## src/rtl/sram_access_arbiter.sv

```systemverilog
// Purpose: shares one async 8-bit SRAM between loader (wr), CPU (rd/wr) and PPU (rd) via fixed-length cycles.
// Latency: req edge to ack-high is ACCESS_CYCLES+1 edges uncontended; one access per ACCESS_CYCLES+2 cycles.
// Backpressure: one buffered request per requester; req while busy is dropped (sticky overrun for the loader).
module sram_access_arbiter #(
    parameter int ADDR_W        = 19,
    parameter int ACCESS_CYCLES = 2
) (
    input  logic              clk,
    input  logic              reset_n,
    input  logic              ldr_req,
    input  logic [21:0]       ldr_addr,
    input  logic [7:0]        ldr_wdata,
    output logic              ldr_busy,
    output logic              ldr_ack,
    output logic              ldr_overrun,
    input  logic              cpu_req,
    input  logic              cpu_we,
    input  logic [21:0]       cpu_addr,
    input  logic [7:0]        cpu_wdata,
    output logic [7:0]        cpu_rdata,
    output logic              cpu_busy,
    output logic              cpu_ack,
    input  logic              ppu_req,
    input  logic [21:0]       ppu_addr,
    output logic [7:0]        ppu_rdata,
    output logic              ppu_busy,
    output logic              ppu_ack,
    output logic [ADDR_W-1:0] ram_a,
    output logic [7:0]        ram_dout,
    output logic              ram_oe,
    output logic              ram_we_n,
    input  logic [7:0]        ram_din
);

    typedef enum logic [1:0] {IDLE, ACCESS, DONE} state_t;
    typedef enum logic [1:0] {SRC_LDR, SRC_CPU, SRC_PPU} src_t;

    typedef struct packed {
        logic [ADDR_W-1:0] addr;
        logic              we;
        logic [7:0]        wdat;
    } slot_t;

    localparam logic [3:0] CNT_INIT = 4'(ACCESS_CYCLES - 1);

    slot_t      ldr_slot, cpu_slot, ppu_slot, sel_slot;
    logic       ldr_pend, cpu_pend, ppu_pend;
    logic       any_pend, grant;
    src_t       sel_src, gnt;
    state_t     state;
    logic       rr;
    logic       is_wr;
    logic [3:0] cnt;

    // Upper requester address bits are deliberately discarded.
    if (ADDR_W < 22) begin : g_trunc
        logic unused_upper;
        assign unused_upper = ^{ldr_addr[21:ADDR_W], cpu_addr[21:ADDR_W], ppu_addr[21:ADDR_W]};
    end

    assign ldr_busy = ldr_pend | (state == ACCESS && gnt == SRC_LDR);
    assign cpu_busy = cpu_pend | (state == ACCESS && gnt == SRC_CPU);
    assign ppu_busy = ppu_pend | (state == ACCESS && gnt == SRC_PPU);

    assign any_pend = ldr_pend | cpu_pend | ppu_pend;
    assign grant    = (state == IDLE) && any_pend;

    always_comb begin
        sel_src  = SRC_LDR;
        sel_slot = ldr_slot;
        if (ldr_pend) begin
            sel_src  = SRC_LDR;
            sel_slot = ldr_slot;
        end else if (cpu_pend && (!ppu_pend || !rr)) begin
            sel_src  = SRC_CPU;
            sel_slot = cpu_slot;
        end else if (ppu_pend) begin
            sel_src  = SRC_PPU;
            sel_slot = ppu_slot;
        end
    end

    always_ff @(posedge clk or negedge reset_n) begin
        if (!reset_n) begin
            ldr_pend    <= 1'b0;
            cpu_pend    <= 1'b0;
            ppu_pend    <= 1'b0;
            ldr_overrun <= 1'b0;
            ldr_slot    <= '0;
            cpu_slot    <= '0;
            ppu_slot    <= '0;
        end else begin
            if (grant) begin
                case (sel_src)
                    SRC_LDR: ldr_pend <= 1'b0;
                    SRC_CPU: cpu_pend <= 1'b0;
                    SRC_PPU: ppu_pend <= 1'b0;
                    default: ;
                endcase
            end
            if (ldr_req) begin
                if (ldr_busy) begin
                    ldr_overrun <= 1'b1;
                end else begin
                    ldr_pend      <= 1'b1;
                    ldr_slot.addr <= ldr_addr[ADDR_W-1:0];
                    ldr_slot.we   <= 1'b1;
                    ldr_slot.wdat <= ldr_wdata;
                end
            end
            if (cpu_req && !cpu_busy) begin
                cpu_pend      <= 1'b1;
                cpu_slot.addr <= cpu_addr[ADDR_W-1:0];
                cpu_slot.we   <= cpu_we;
                cpu_slot.wdat <= cpu_wdata;
            end
            if (ppu_req && !ppu_busy) begin
                ppu_pend      <= 1'b1;
                ppu_slot.addr <= ppu_addr[ADDR_W-1:0];
            end
        end
    end

    always_ff @(posedge clk or negedge reset_n) begin
        if (!reset_n) begin
            state     <= IDLE;
            gnt       <= SRC_LDR;
            rr        <= 1'b0;
            is_wr     <= 1'b0;
            cnt       <= '0;
            ram_a     <= '0;
            ram_dout  <= '0;
            ram_oe    <= 1'b0;
            ram_we_n  <= 1'b1;
            ldr_ack   <= 1'b0;
            cpu_ack   <= 1'b0;
            ppu_ack   <= 1'b0;
            cpu_rdata <= '0;
            ppu_rdata <= '0;
        end else begin
            ldr_ack <= 1'b0;
            cpu_ack <= 1'b0;
            ppu_ack <= 1'b0;
            case (state)
                IDLE: begin
                    if (any_pend) begin
                        state <= ACCESS;
                        gnt   <= sel_src;
                        cnt   <= CNT_INIT;
                        ram_a <= sel_slot.addr;
                        is_wr <= sel_slot.we;
                        if (sel_src == SRC_CPU)
                            rr <= 1'b1;
                        else if (sel_src == SRC_PPU)
                            rr <= 1'b0;
                        if (sel_slot.we) begin
                            ram_dout <= sel_slot.wdat;
                            ram_oe   <= 1'b1;
                            ram_we_n <= 1'b0;
                        end else begin
                            ram_oe <= 1'b0;
                        end
                    end
                end
                ACCESS: begin
                    if (cnt == 4'd0) begin
                        // Address, data and oe stay put through this edge so read data is stable.
                        state <= DONE;
                        case (gnt)
                            SRC_LDR: ldr_ack <= 1'b1;
                            SRC_CPU: begin
                                cpu_ack <= 1'b1;
                                if (!is_wr)
                                    cpu_rdata <= ram_din;
                            end
                            SRC_PPU: begin
                                ppu_ack   <= 1'b1;
                                ppu_rdata <= ram_din;
                            end
                            default: ;
                        endcase
                    end else begin
                        cnt <= cnt - 4'd1;
                        if (cnt == 4'd1)
                            ram_we_n <= 1'b1;
                    end
                end
                DONE: begin
                    state  <= IDLE;
                    ram_oe <= 1'b0;
                end
                default: state <= IDLE;
            endcase
        end
    end

endmodule

```

## config.mk

```make
export PLATFORM = sky130hd
export DESIGN_NAME = sram_access_arbiter
export DESIGN_NICKNAME = d
export VERILOG_FILES = /design/src/rtl/sram_access_arbiter.sv
export SDC_FILE = /design/constraint.sdc
export NUM_CORES = 1
export LEC_CHECK = 0
export BUFFER_PORTS_ARGS = -buffer_cell sky130_fd_sc_hd__buf_2
export CAP_MARGIN = 20
export CORE_ASPECT_RATIO = 1.5
export CORE_MARGIN = 2
export CORE_UTILIZATION = 45
export DETAILED_ROUTE_END_ITERATION = 6
export PLACE_DENSITY = 0.67
export SYNTH_ARGS = -nofsm -noshare
export SYNTH_HDL_FRONTEND = slang
export SYNTH_SLANG_ARGS = --single-unit
export TNS_END_PERCENT = 5
```

## constraint.sdc

```tcl
create_clock -name clk -period 2.3 [get_ports clk]
set_input_delay 0.115 -clock clk [delete_from_list [all_inputs] [get_ports clk]]
set_output_delay 0.115 -clock clk [all_outputs]
set_load 0.02 [all_outputs]
```

=== Yosys cells after proc, flatten, opt, wreduce, memory -nomap -nowiden ===
Cells that the tools add are included.
W data, S select, Z words.

* Bits in registers: 137
* Latch bits: 0
* Memory bits (writable): 0
* ROM bits: 0
* Input port bits: 96
* Logic and storage cells: 121
* Memories kept: 0

* Add/sub/neg operators: 1
* $mul: 0
* Div/mod/pow operators: 0
* $lt $le $gt $ge: 0
* Eq/ne operators: 12
* Shift operators: 0
* Multiplexer cells: 40
* Bitwise operators: 7
* Reduce and logical (&&, ||, !) cells: 36

{| class="wikitable"
|+ Operator list
! kind !! count
|-
| $mux W28 || 3
|-
| $mux W1 || 26
|-
| $reduce_and A2 Y1 || 7
|-
| $reduce_bool A2 Y1 || 7
|-
| $reduce_and A3 Y1 || 4
|-
| $mux W2 || 5
|-
| $mux W4 || 2
|-
| $pmux W4 S2 || 1
|-
| $logic_and A1 B1 Y1 || 7
|-
| $eq A2 B1 Y1 const B || 3
|-
| $eq A2 B2 Y1 const B || 3
|-
| $logic_not A2 Y1 || 3
|-
| $ne A2 B2 Y1 const B || 3
|-
| $or A1 B1 Y1 || 5
|-
| $reduce_and A5 Y1 || 1
|-
| $eq A4 B1 Y1 const B || 1
|-
| $logic_not A1 Y1 || 4
|-
| $logic_not A4 Y1 || 1
|-
| $ne A2 B1 Y1 const B || 2
|-
| $pmux W1 S2 || 2
|-
| $pmux W2 S2 || 1
|-
| $reduce_and A4 Y1 || 1
|-
| $sub A4 B1 Y4 const B || 1
|-
| $not A1 Y1 || 2
|-
| $logic_or A1 B1 Y1 || 1
|}

=== Longest topological paths before layout ===
* Depth after elaboration: 10
* Mapped depth: 8
* Mapped depth without buffers: 6

=== Worst setup path after synthesis ===
OpenSTA, ideal clock, no wires.

* Kind: flip-flop to flip-flop
* Start: reg state[1]
* End: reg ldr_slot[10] (netlist bit)
* Arrival: 1,741 ps
* Path slack: 434 ps
* Cell stages (with the launch flop): 6
* Path buffers: 2
* Period minus slack after synthesis: 1,866 ps
* Cell sequence: dfrtp_1 buf_2 o41ai_4 nor2_2 buf_6 mux2_4

* Word-level cells in the longest chain between the ends: 5

{| class="wikitable"
|+ RTL lines
! item !! RTL line !! text
|-
| start: declaration || 50 || <nowiki>state_t state;</nowiki>
|-
| start signal: assignment || 126 || <nowiki>state <= IDLE;</nowiki>
|-
| start signal: assignment || 147 || <nowiki>state <= ACCESS;</nowiki>
|-
| start signal: assignment || 168 || <nowiki>state <= DONE;</nowiki>
|-
| $eq A2 B1 Y1 || 61 || <nowiki>assign ldr_busy = ldr_pend | (state == ACCESS && gnt == SRC_LDR);</nowiki>
|-
| $logic_and A1 B1 Y1 || 61 ||
|-
| $or A1 B1 Y1 || 61 ||
|-
| net ldr_busy || 13 || <nowiki>output logic ldr_busy,</nowiki>
|-
| $not A1 Y1 (no line) || - ||
|-
| $reduce_and A2 Y1 (no line) || - ||
|-
| end: declaration || 46 || <nowiki>slot_t ldr_slot, cpu_slot, ppu_slot, sel_slot;</nowiki>
|}

The timed path passes the listed nets, and every way through them passes these cells.
A chain may end at the register's enable or synchronous reset.

=== Worst setup path after layout ===
* Start: reg ldr_pend
* End: reg rr

* Word-level cells in the longest chain between the ends: 4

{| class="wikitable"
|+ RTL lines
! item !! RTL line !! text
|-
| start: declaration || 47 || <nowiki>logic ldr_pend, cpu_pend, ppu_pend;</nowiki>
|-
| start signal: assignment || 85 || <nowiki>ldr_pend <= 1'b0;</nowiki>
|-
| start signal: assignment || 95 || <nowiki>SRC_LDR: ldr_pend <= 1'b0;</nowiki>
|-
| start signal: assignment || 105 || <nowiki>ldr_pend <= 1'b1;</nowiki>
|-
| $mux W2 || 71 || <nowiki>if (ldr_pend) begin</nowiki>
|-
| $eq A2 B1 Y1 or $eq A2 B2 Y1 (tied branches) || 152, 154 ||
|-
| $reduce_bool A2 Y1 (no line) || - ||
|-
| $reduce_and A3 Y1 (no line) || - ||
|-
| end signal: assignment || 128 || <nowiki>rr <= 1'b0;</nowiki>
|-
| end signal: assignment || 153 || <nowiki>rr <= 1'b1;</nowiki>
|-
| end signal: assignment || 155 || <nowiki>rr <= 1'b0;</nowiki>
|-
| end: declaration || 51 || <nowiki>logic rr;</nowiki>
|}

Parallel ways exist; a longest one is shown, timed or not.

==> run_results.csv <==
group,metric,value,unit
outcome,status,"complete, no violations",
layout,final_cells,828,
grt,grt.overflow.total,0,
grt,grt_pass1_vias,4844,
layout,final_cell_mix,"buf_2, dfrtp_1, dlygate4sd3_1, mux2_2, nor2_1",
route,wl_met1,5572,um
route,dr.pass1.iters,5,
die,core.rowCount,50,
layout,nFillCells,939,
pwr,p_sw_share,35.58,%
sta,relSlewSlack,61.71,%
sta,rsz0062_at_grt,"false",
pwr,p_int,0.007850,W
worst_hold_path,hold_path.class,"in -> async",
route,drtAntennaViolNets,0,
sta,fin_tns_setup,0,ps
route,route.detailed.wl_per_inst,17.74,um
pwr,seqPwrFrac,35.3,%
clocking,cts.sinks,137,
setup_path,worst-path-max-fanout,22,
setup_path,endpoint_kind,"register",
die,design.die.area,13900,um^2
clocking,cts.htree.levels,4,
setup_path,cp_cell_sequence,"inv_1 > buf_4 > nand3_1 > ha_1 > nor2_1 > mux2_2",
sta,setup_ws,391.6,ps
placement,dp.cells,711,
setup_path,crit_slowest_cell,"dfrtp_1",
yosys,yosys_warnings,9,
die,die_w,96.94,um
clocking,post_cts_buffers,0,
route,wl_met3,663,um
layout,final_common_cell,"buf_2",
setup_path,cp_top_family,"buffers and inverters",
die,core,12570,um^2
setup_path,critPathBufInv,2,
sta,final-hold-violation-count,0,
layout,syn2layout_area_growth,41.27,%
clocking,numCtsBuffers,17,
sta,setup_viol,0,
route,highest_layer,"met4",
pwr,powerDensity,1479,nW/um^2
die,fp.dieH,143.4,um
yosys,synth_area,5831,um^2
layout,antenna_cells,0,
grt,grt_pass1_wl,24110,um
placement,routabilityCongestion,0.7552,
placement,dp_slack,181.6,ps
layout,final_nets,759,
layout,drive_above_1_share,44.94,%
yosys,syn-num-nets,524,
route,wl_met2,8031,um
grt,grt_use_total,22.02,%
die,initial_core_util,46.37,%
pwr,peakVddDrop,0.7623,mV
clocking,cts.path.max_buffers,2,
sta,period_minus_slack,1908,ps
sta,drv_slew,0,
setup_path,worstReg2RegStart,"ldr_pend",
route,drtIter0Drc,169,
pwr,power_leakage,3.828,nW
sta,finalCritPeriodShare,82.97,%
setup_path,crit_type,"reg -> reg",
clocking,path_clk_slew,60,ps
yosys,synth-seq-cells,137,
pwr,pwr-share-clk,22.8,%
setup_path,startpoint,"ldr_pend",
pwr,p_comb_share,41.9,%
grt,antenna_found_initial,0,
setup_path,critPathRequiredTime,2590,ps
route,viasPerCell,5.322,
run,drv_cap,0,
setup_path,slowest_delay,390,ps
yosys,synthDistinctLibCells,45,
setup_path,arrival,2200,ps
placement,dp_hpwl,9476,um
sta,worst_pin_slew,574.3,ps
yosys,synth_cells,424,
sta,max_freq,524.0,MHz
setup_path,critPathLaunchType,"register",
route,routed_wl,14690,um
clocking,root_buffer,"clkbuf_16",
grt,grt_max_degree,65,
route,route.detailed.drc,0,
yosys,synth_seq_area_share,58.82,%
route,vias,4407,
clocking,clkLatencyLatePin,410,ps
clocking,cts_tree,"built",
pwr,p_sw,0.004336,W
placement,port_buffers,138,
sta,fin_skew,9.428,ps
die,ioPinCount,148,
yosys,synth_area_per_cell,13.75,um^2
worst paths after layout:
path | slack (ps) | end | depth (start not counted)
worst max register to register | 390 | rr | 6
worst max-delay path | 390 | rr | 6
min in group clk | 350 | ppu_pend | 5
worst min register to register | 480 | ldr_slot[8] | 1
max in group asynchronous | 1240 | cpu_slot[14] | 3
worst min-delay path | 250 | ldr_slot[26] | 2
state kept, by name, summed over array words and instances (netlist names):
signal / cells
cpu_slot: 28
ldr_slot: 28
ppu_slot: 19
ram_a: 19
cpu_rdata: 8
ppu_rdata: 8
ram_dout: 8
cnt: 4
gnt: 2
state: 2
cpu_ack: 1
cpu_pend: 1
is_wr: 1
ldr_ack: 1
ldr_overrun: 1
ldr_pend: 1
ppu_ack: 1
ppu_pend: 1
ram_oe: 1
ram_we_n: 1
rr: 1
power groups by stage:
stage	Clock (W)	Sequential [W]	Combinational, W
final	0.00278	0.00430	0.00510
after detailed placement	0	0.00432	0.00498
after global routing	0.00294	0.00445	0.00552
after CTS	0.00283	0.00430	0.00511
after global placement	0	0.00425	0.00484
after floorplan	0	0.00463	0.00315
synthesized netlist by cell type (all sizes together):
master  instances  area (um^2)
mux2           99         1186
a32oi           1        8.760
o22ai           2        12.51
and2            1        6.260
or3b            1        8.760
o41ai           1        27.53
clkbuf         13        48.80
a21oi          20        100.1
nor3b           2        20.02
nor2           30        115.1
a221o           1        10.01
a22oi          18        135.1
a32o           18        180.2
nor3            4        20.02
xor2            2        17.52
a41oi           1        8.760
dfstp           1        26.28
a21o            5        37.54
ha              4        50.05
and3b           1        8.760
nor2b           3        26.27
inv            11        41.29
nor4b           1        23.77
buf            13        86.33
o21ai           4        20.02
a21boi          1        7.510
dfrtp         136         3403
nand3           4        25.02
nand2           9        33.78
a22o            8        70.07
nand3b          1        7.510
mux2i           1        10.01
nand2b          3        18.77
or2             2        12.51
o21bai          1        7.510
o221ai          1        8.760
per-stage QoR:
| stage | hold slack [ps] | area (um^2) | util, % | power (W) |
|---|---|---|---|---|
| 2_1_floorplan | -180.6 | 5831 | - | 0.007785 |
| 3_3_place_gp | 140.5 | 6769 | 53.83 | 0.009093 |
| 3_5_place_dp | 136.0 | 6769 | 53.83 | 0.009303 |
| 4_1_cts | 268.7 | 8217 | 65.34 | 0.01224 |
| 5_1_grt | 292.9 | 8237 | 65.50 | 0.01292 |
| 6_report | 248.5 | 8237 | 65.50 | 0.01219 |
routing by layer:
metal / global-route usage [%] / vias to the layer above
met1: 24.75 / 2222
met3: 4.864 / 28
li1: - / 2015
met5: 0 / -
met4: 11.27 / 0
met2: 39.29 / 142
timing repair:
action                                 in CTS  in global routing
endpoints found under the hold margin     150                  0
resized for setup                           0                  0
hold buffers                               84                  0
kinds of logic after synthesis:
family	count (synthesis)	share of synthesized area, %
buf+inv	37	3.026
xor+xnor	2	0.3005
simple gates	62	5.601
mux	100	20.51
compound gates	82	10.88
flops	137	58.82
fa+ha+maj	4	0.8584
area by class of cell:
cell class	instances	area [um^2]	area share [%]
Tap cell	156	195.2	2.370
Inverter	11	41.29	0.5013
Timing Repair Buffer	242	1713	20.80
Clock inverter	11	146.4	1.777
Multi-Input combinational cell	250	2251	27.33
Sequential cell	137	3430	41.64
Clock buffer	21	460.4	5.590
Power figures use the tool's default switching activity.
